### config.mk
export PLATFORM = sky130hd
export DESIGN_NAME = ls7404
export DESIGN_NICKNAME = d
export VERILOG_FILES = /design/src/rtl/ls7404.sv
export SDC_FILE = /design/constraint.sdc
export NUM_CORES = 1
export LEC_CHECK = 0
export BUFFER_PORTS_ARGS = -buffer_cell sky130_fd_sc_hd__buf_2
export CAP_MARGIN = 20
export CORE_ASPECT_RATIO = 1.25
export CORE_MARGIN = 4
export CORE_UTILIZATION = 30
export CTS_CLUSTER_DIAMETER = 80
export DETAILED_ROUTE_END_ITERATION = 6
export PLACE_DENSITY_LB_ADDON = 0.12
export SLEW_MARGIN = 15
export SYNTH_ARGS = -nofsm -noshare
export SYNTH_HDL_FRONTEND = slang
export SYNTH_SLANG_ARGS = --single-unit
### constraint.sdc
create_clock -name clk -period 4.41 [get_ports clk]
set_input_delay 0.2205 -clock clk [delete_from_list [all_inputs] [get_ports clk]]
set_output_delay 0.2205 -clock clk [all_outputs]
set_load 0.05 [all_outputs]
### src/rtl/ls7404.sv
// Hex inverter with a combinational output, a registered output and a saturating
// toggle counter. Define LS7404_FAULT_INJ_EN to add per-bit forcing of the registered path.
module ls7404 #(
    parameter int WIDTH = 6,
    parameter int CNT_W = 16
) (
    input  logic             clk,
    input  logic             rst,
    input  logic [WIDTH-1:0] a,
    output logic [WIDTH-1:0] y,
    output logic [WIDTH-1:0] y_q,
    input  logic             cnt_clr,
`ifdef LS7404_FAULT_INJ_EN
    input  logic [WIDTH-1:0] fault_mask,
    input  logic [WIDTH-1:0] fault_val,
`endif
    output logic [CNT_W-1:0] toggle_cnt,
    output logic             toggle_sat
);

    logic [WIDTH-1:0] load_val;
    logic [WIDTH-1:0] out_d, out_q;
    logic [CNT_W-1:0] cnt_d, cnt_q;

    // Each gate is built independently so bit i only ever sees a[i].
    for (genvar gi = 0; gi < WIDTH; gi++) begin : g_gate
        assign y[gi] = ~a[gi];
`ifdef LS7404_FAULT_INJ_EN
        assign load_val[gi] = fault_mask[gi] ? fault_val[gi] : ~a[gi];
`else
        assign load_val[gi] = ~a[gi];
`endif
    end

    always_comb begin
        out_d = load_val;
        cnt_d = cnt_q;
        // Clear beats increment; a change in any number of bits is one toggle.
        if (cnt_clr) begin
            cnt_d = '0;
        end else if ((load_val != out_q) && (cnt_q != {CNT_W{1'b1}})) begin
            cnt_d = cnt_q + CNT_W'(1);
        end
    end

    always_ff @(posedge clk) begin
        if (rst) begin
            out_q <= {WIDTH{1'b1}};
            cnt_q <= '0;
        end else begin
            out_q <= out_d;
            cnt_q <= cnt_d;
        end
    end

    assign y_q        = out_q;
    assign toggle_cnt = cnt_q;
    assign toggle_sat = (cnt_q == {CNT_W{1'b1}});

endmodule

==> impl.org, run 1 <==
** Run status
- The run finished with clean final reports.

** GRT
- Global-route wire length before repair :: 4460 um
- The via count of the first global-routing pass is 995.
- Overall track demand over capacity in global routing :: 11.3%
- Entering global routing, the biggest net connects 26 pins.
- Global routing finished with a remaining overflow of 0.
- Initial antenna violation count :: 0

** Timing
- For the pin with the worst max-slew slack, the measured transition is 0.585 ns.
- TNS Setup :: 0 ns
- After layout, the minimum clock period comes to 1.96 ns.
- Top achievable clock speed :: 0.510 GHz
- After layout, the worst path uses 44.5% of the clock period.
- Worst Clk Skew :: 0.00330 ns
- Setup slack on the critical path of the routed design comes to 2.45 ns.
- Setup repair after global routing missed its margin :: false
- The max-slew violation total from the final report was 0.
- Final number of setup-violating endpoints :: 0
- Worst max-slew margin expressed relative to the limit :: 60.9%
- The final number of hold-violating endpoints came to 0.

** Pwr
- Power spread over the standard cell area amounts to 295 nW/um2.
- VDD sags by at most 0.0964 mV.
- Leakage power :: 0.000609 uW
- Pwr Total :: 406 uW

** Worst hold path
- The startpoint identified for the worst hold timing path is a[5].
- The min-delay analysis places its worst path in the category input port to flip-flop.
- Along the worst hold path, the cell count comes to 2.
- Endpoint of the worst hold-timing path :: y_q[5]$_SDFF_PP1_

** Clock tree
- Clock tree root driver cell :: clkbuf_8
- Once the clock tree was built, the setup fixing pass inserted 0 buffers.
- The clock reaches the later pin of the worst-skew pair after 0.26 ns.
- Reg clk slew, reported paths :: 0.08 ns
- Clock tree from TritonCTS :: done
- Total clock buffers created by CTS :: 3
- Maximum clock path buffer count :: 2
- The clock net in this run drives a total of 22 sinks.
- CTS built an H-tree with a depth of 1.
- The number of hold buffers added after CTS was 0.
- Once the clock tree was built, the resizer swapped 0 gates to a different size.

** Critical path
- The startpoint identified for the worst register-to-register timing path is toggle_cnt[0]$_SDFFE_PP0P_.
- Setup slack on the worst reg-to-reg path comes out at 2.62 ns.
- Kind of critical path :: flip-flop to output pin
- The worst register-to-register path ends at toggle_cnt[10]$_SDFFE_PP0P_.
- The worst setup path is launched from a flip-flop.
- STA puts the critical path data arrival time at 1.74 ns.
- Required time at the worst-slack endpoint :: 4.19 ns
- Maximum fanout along the worst path :: 6
- Worst Reg-to-Reg Cells :: 6
- Critical Path Sink Type :: output pin

** Floorplanning
- The die covers 4780 um2.
- From left edge to right edge, the die measures 62.6 um.
- 38 I/O pins were placed.
- Number of rows in the core area :: 24
- Die height :: 76.3 um
- In this run the standard cell core region covers 3540 um2.
- For this configuration, the core starts out at a cell density of 31.6%.

** Yosys
- In this run the cell area of the synthesized design comes to 1120 um2.
- Distinct cell type count after synthesis :: 40
- Register area share after synthesis :: 39.3%
- Library cell with the largest summed area after synthesis :: dfxtp_1
- Number of enable flip-flop cells after synthesis :: 0
- Number of flip-flops and latches in the synthesized netlist :: 22
- Synthesis handed over a netlist of 128 instances.
- Syn Area/Cell :: 8.75 um2
- Counting flops with an async set or reset pin after synthesis yields a share of 0%.
- Fraction of post-synthesis cell area in the top cell type by area :: 39.3%
- dfxtp_1 is the most common cell in the netlist.
- In the synthesized netlist the dominant register cell turns out to be dfxtp_1.
- Number of warnings printed during yosys synthesis :: 0
- After synthesis, the most frequently instantiated cells are dfxtp_1 (22), nand2_1 (13), inv_1 (9).
- Sorting the synthesized cells by area gives the leading types as dfxtp_1 (39%), xor2_1 (5.5%), nand2_1 (4.4%), or3_1 (3.9%), a21oi_1 (3.1%).
- Number of nets in the synthesized netlist :: 138

** Detailed routing
- Final WL :: 2600 um
- After detailed routing, the number of remaining DRC violations is 0.
- Drt initial violations :: 65
- Final routed wire length divided by cell count :: 12.7 um
- The routed layout has 1,059 vias.
- After detailed routing, the number of vias per cell comes to 5.19.
- Antenna violation net count after detailed routing :: 0
- The first TritonRoute pass finished after 4 iterations.

** Placement
- The wire-length estimate of the detail-placed layout is 2000 um.
- Summing all placed instances gives a cell area of 1320 um2.
- Weighted congestion at the end of routability-driven global placement :: 0.767
- Setup slack after placement :: 2.62 ns
- In this run the tool buffered the top-level ports with 37 buffer cells.

** Cells and area
- Utilization after layout :: 38.8%
- Diode insertion count for antenna repair :: 0
- The layout has 374 filler cells.
- After routing the design area is 1380 um2.
- The area growth from synthesis to layout is 22.8%.
- Cells with a size suffix above 1 make up 29.1% of the layout.
- Final net count :: 176

** Flow run
- MaxCap Viol Count :: 0
worst max path at each step:
| stage | to | slack [ns] | cells after the start | from |
|---|---|---|---|---|
| floorplan | toggle_cnt[0]$_SDFFE_PP0P_ | 2.34 | 8 | toggle_cnt[0]$_SDFFE_PP0P_ |
| global placement | toggle_cnt[9]$_SDFFE_PP0P_ | 2.72 | 6 | toggle_cnt[0]$_SDFFE_PP0P_ |
| detailed placement | toggle_cnt[10]$_SDFFE_PP0P_ | 2.62 | 6 | toggle_cnt[0]$_SDFFE_PP0P_ |
| CTS | toggle_sat | 2.41 | 5 | toggle_cnt[0]$_SDFFE_PP0P_ |
| global route | toggle_sat | 2.28 | 5 | toggle_cnt[0]$_SDFFE_PP0P_ |
| finish | toggle_sat | 2.45 | 5 | toggle_cnt[0]$_SDFFE_PP0P_ |
registers in the layout, indices dropped and copies added, names as in the netlist:
signal,cells
toggle_cnt,16
y_q,6
metrics by stage:
stage,hold slack [ns],std cells
6_report,0.156,204
4_1_cts,0.150,204
2_1_floorplan,0.294,128
3_3_place_gp,0.425,200
5_1_grt,0.155,204
3_5_place_dp,0.433,200
cell type report:
cell class / count / area, um2 / area share [%]
inverter: 9 / 33.8 / 2.46
timing repair buffer: 37 / 185 / 13.5
multi-input combinational: 93 / 612 / 44.5
sequential: 22 / 440 / 32.0
clock buffer: 4 / 55.1 / 4.00
tap: 39 / 48.8 / 3.55
report_power, final:
group / total (uW) / internal [uW] / switching (uW)
clock: 147 / 79.6 / 67.1
sequential: 205 / 202 / 2.89
combinational: 53.8 / 13.7 / 40.2
total: 406 / 296 / 110
cell usage in the layout (no fill, tap or decap), drive strengths merged, types with 2 or more instances in the layout:
master	Yosys	final
a21oi	7	7
a41oi	2	2
and3	2	2
and4	2	2
buf	2	37
clkbuf	2	4
dfxtp	22	22
inv	9	9
nand2	13	13
nand2b	5	5
nand3	4	4
nand4	7	7
nor2	5	5
nor3	2	2
o211ai	3	3
o21ai	10	10
or2	2	2
or3	7	7
or4	2	2
xor2	7	7
worst max-delay path, cell delays in order (launching register included):
cell       delay [ns]
dfxtp_1          0.41
ha_1             0.30
nand4_1          0.16
nand4bb_4        0.27
inv_1            0.08
buf_2            0.26
layer usage:
layer  global-route usage [%]  wire (um)  up-vias  share of wire (%)
li1                         -          -      537                  -
met1                     13.5       1180      493                 46
met2                     19.2       1250       24                 48
met3                     2.80        112        5                4.3
met4                     4.86         44        0                1.7
met5                        0          0        -                  0
kinds of logic (layout without fill, tap and decap cells):
kind of cell | count (synthesis) | after routing | synth area share (%)
buf+inv | 13 | 50 | 6.03
fa+ha+maj | 1 | 1 | 1.12
flops | 22 | 22 | 39.3
xor+xnor | 7 | 7 | 5.47
compound gates | 29 | 29 | 17.2
simple gates | 56 | 56 | 30.8
No activity file was read; power rests on OpenSTA's default activity.
==> run 2, diff against run 1 <==
clock period = 1.69 ns   (was 4.41 ns; I/O delays follow)
==> impl.org, run 2 (synthesis results as in run 1) <==
** Clock tree
- Reg clk slew, reported paths :: 0.09 ns
- TritonCTS built the clock tree.
- The clock drives 22 sinks.
- Total clock buffers created by CTS :: 3
- Clock insertion delay at the later pin of the skew report :: 0.27 ns
- No sink is reached through more buffers than the 2 on the longest clock path.
- Number of levels in the clock H-tree :: 1
- After clock tree synthesis, the setup repair step added 0 buffers.
- Clock tree root driver cell :: clkbuf_8

** Critical path
- For the worst setup path, the data required time is 1.90 ns.
- Critical Path End :: toggle_cnt[9]$_SDFFE_PP0P_
- In this run the critical register-to-register path is captured at toggle_cnt[9]$_SDFFE_PP0P_.
- The critical path is of the flip-flop to flip-flop type.
- The worst register-to-register path has a setup slack of 0.10 ns.
- Critical Path Sink Type :: flip-flop
- Maximum fanout along the worst path :: 12
- Ordered list of cells on the worst path :: ha_4 -> nand4_1 -> nand4bb_4 -> o21ai_4 -> or4_1 -> nand2_1
- Worst Reg-to-Reg Cells :: 6
- Data on the critical path arrives at its endpoint at 1.79 ns.
- Largest stage delay on the critical path :: 0.48 ns
- The startpoint identified for the worst register-to-register timing path is toggle_cnt[0]$_SDFFE_PP0P_.
- Slowest stage cell, crit path :: or4_1
- Tracing the worst setup path back leads to its startpoint at toggle_cnt[0]$_SDFFE_PP0P_.
- Setup crit start kind :: flip-flop

** Cells and area
- The library cell used most frequently in the layout, excluding fill and tap cells, is buf_2.
- Multi-input logic area :: 641 um2
- Ratio of cells with drive above 1 in the final layout :: 42.3%
- The filler cells instantiated in the layout total 358.
- The net count of the finished layout is 179.
- Most frequent cells in the layout :: buf_2 (36), dfxtp_2 (18), nand2_1 (13)
- Sequential Area :: 470 um2
- Excluding fillers, the count of instances in the completed layout stands at 207.
- The number of antenna diodes in the final layout is 0.
- Layout area overhead :: 30.8%
- The register with the most flip-flops in the layout has 16 of them.

** Flow run
- MaxCap Viol Count :: 0

** Floorplanning
- In this run the core area contains 24 standard-cell rows.
- The floorplan step defined a core boundary enclosing 3540 um2.
- Die footprint :: 4780 um2
- In this run the horizontal extent of the chip is 62.6 um.
- Die height :: 76.3 um
- Initial Utilization :: 31.6%
- Number of top-level pins :: 38

** Timing
- Dividing the final minimum period by the clock period gives 93.9%.
- The final number of hold-violating endpoints was 0.
- Worst-margin pin slew :: 0.604 ns
- Worst Clk Skew :: 0.00618 ns
- Min cycle time layout :: 1.59 ns
- For the final routed database, the setup TNS stands at 0 ns.
- Final number of setup-violating endpoints :: 0
- Top achievable clock speed :: 0.630 GHz
- Setup repair after global routing missed its margin :: false
- In this run the tightest slew margin relative to its limit is 59.6%.
- The max-slew violation total from the final report is 0.

** Detailed routing
- The detail route stage leaves a number of antenna-violating nets equal to 0.
- Summed over all layers, the routed wires come to 2870 um.
- The pre-antenna-repair detailed-routing pass consisted of 4 iterations.
- Summing over every cut layer, the via total after detailed routing is 1,074.
- After detailed routing, the average wire length per cell comes to 13.9 um.
- After the first detailed-routing iteration, the DRC count stood at 45.
- Dividing the detail-routed via count by the number of cells gives 5.19.
- DRC violations left :: 0

** GRT
- The via count of the first global-routing pass was 959.
- For this run the aggregate overflow at the end of global routing stands at 0.
- The number of antenna violations at the first check in global routing came to 0.
- Global-route wire length before repair :: 4480 um
- Maximum number of pins on one net before global-route repair :: 26
- Overall track demand over capacity in global routing :: 11.6%

** Pwr
- For this design the ratio of total power to cell area is 770 nW/um2.
- Maximum resistive drop on vdd :: 0.296 mV
- In this run the static leakage power is 0.000634 uW.

** Worst hold path
- Min-delay worst type :: input port to flip-flop

** Placement
- Weighted congestion at the end of routability-driven global placement :: 0.746
- Placed insts :: 201
- In this run the tool buffered the top-level ports with 37 buffer cells.
- After legalization and detailed placement, the total HPWL measured 2100 um.

** Run status
- The run finished with clean final reports.
run 2: cell count changes in the layout (fill, tap and decap cells not counted), moves of 2 or more:
cell,change
buf_4,+2
dfxtp_1,-20
dfxtp_2,+18
dfxtp_4,+2
run 2: worst min-delay path by stage:
| stage | to | cells past startpoint | slack, ns | from |
|---|---|---|---|---|
| 2_1_floorplan | y_q[2]$_SDFF_PP1_ | 1 | 0.16 | a[2] |
| 6_report | y_q[2]$_SDFF_PP1_ | 2 | 0.004 | a[2] |
| 5_1_grt | y_q[2]$_SDFF_PP1_ | 2 | 0.005 | a[2] |
| 3_3_place_gp | y_q[5]$_SDFF_PP1_ | 2 | 0.28 | a[5] |
| 4_1_cts | y_q[2]$_SDFF_PP1_ | 2 | 0.0003 | a[2] |
| 3_5_place_dp | y_q[2]$_SDFF_PP1_ | 2 | 0.29 | a[2] |
run 2: area by class of cell:
class	count	area share, %
inverter	9	2.31
tap	39	3.33
sequential	22	32.1
timing repair buffer	39	14.0
multi-input combinational	94	43.7
clock buffer	4	4.53
run 2: critical path, delay by kind of cell, from the launching register on:
family	cells	cell delay, ns
simple gates	4	0.84
flops	1	0.37
fa+ha+maj	1	0.18
compound gates	1	0.13
run 2: through the flow:
stage	util (%)	total power [uW]	hold slack, ns	instance area [um2]	setup slack, ns
after floorplan	-	653	0.157	1160	0.0153
after global placement	38.7	691	0.284	1370	0.107
after detailed placement	38.7	694	0.295	1370	0.0585
after CTS	40.5	1140	0.000301	1440	0.0432
after global routing	41.3	1180	0.00463	1470	0.00926
final	41.3	1130	0.00429	1470	0.104
run 2: repair_timing:
| action | CTS | global route |
|---|---|---|
| hold buffers | 0 | 1 |
| setup endpoints to repair | 0 | 11 |
| hold endpoints to repair | 0 | 1 |
| gates resized for setup | 0 | 3 |
run 2: where the power goes:
part,total (uW),internal [uW],switching [uW]
Combinational,150,39.0,111
Sequential,536,527,8.73
Clock,442,257,185
run 2: metal layers:
| layer | routed length (um) | global-route usage [%] | vias to the layer above |
|---|---|---|---|
| met3 | 131 | 2.80 | 4 |
| met1 | 1250 | 14.6 | 504 |
| met2 | 1460 | 18.6 | 24 |
| li1 | - | - | 542 |
| met5 | 0 | 0 | - |
| met4 | 34 | 5.30 | 0 |
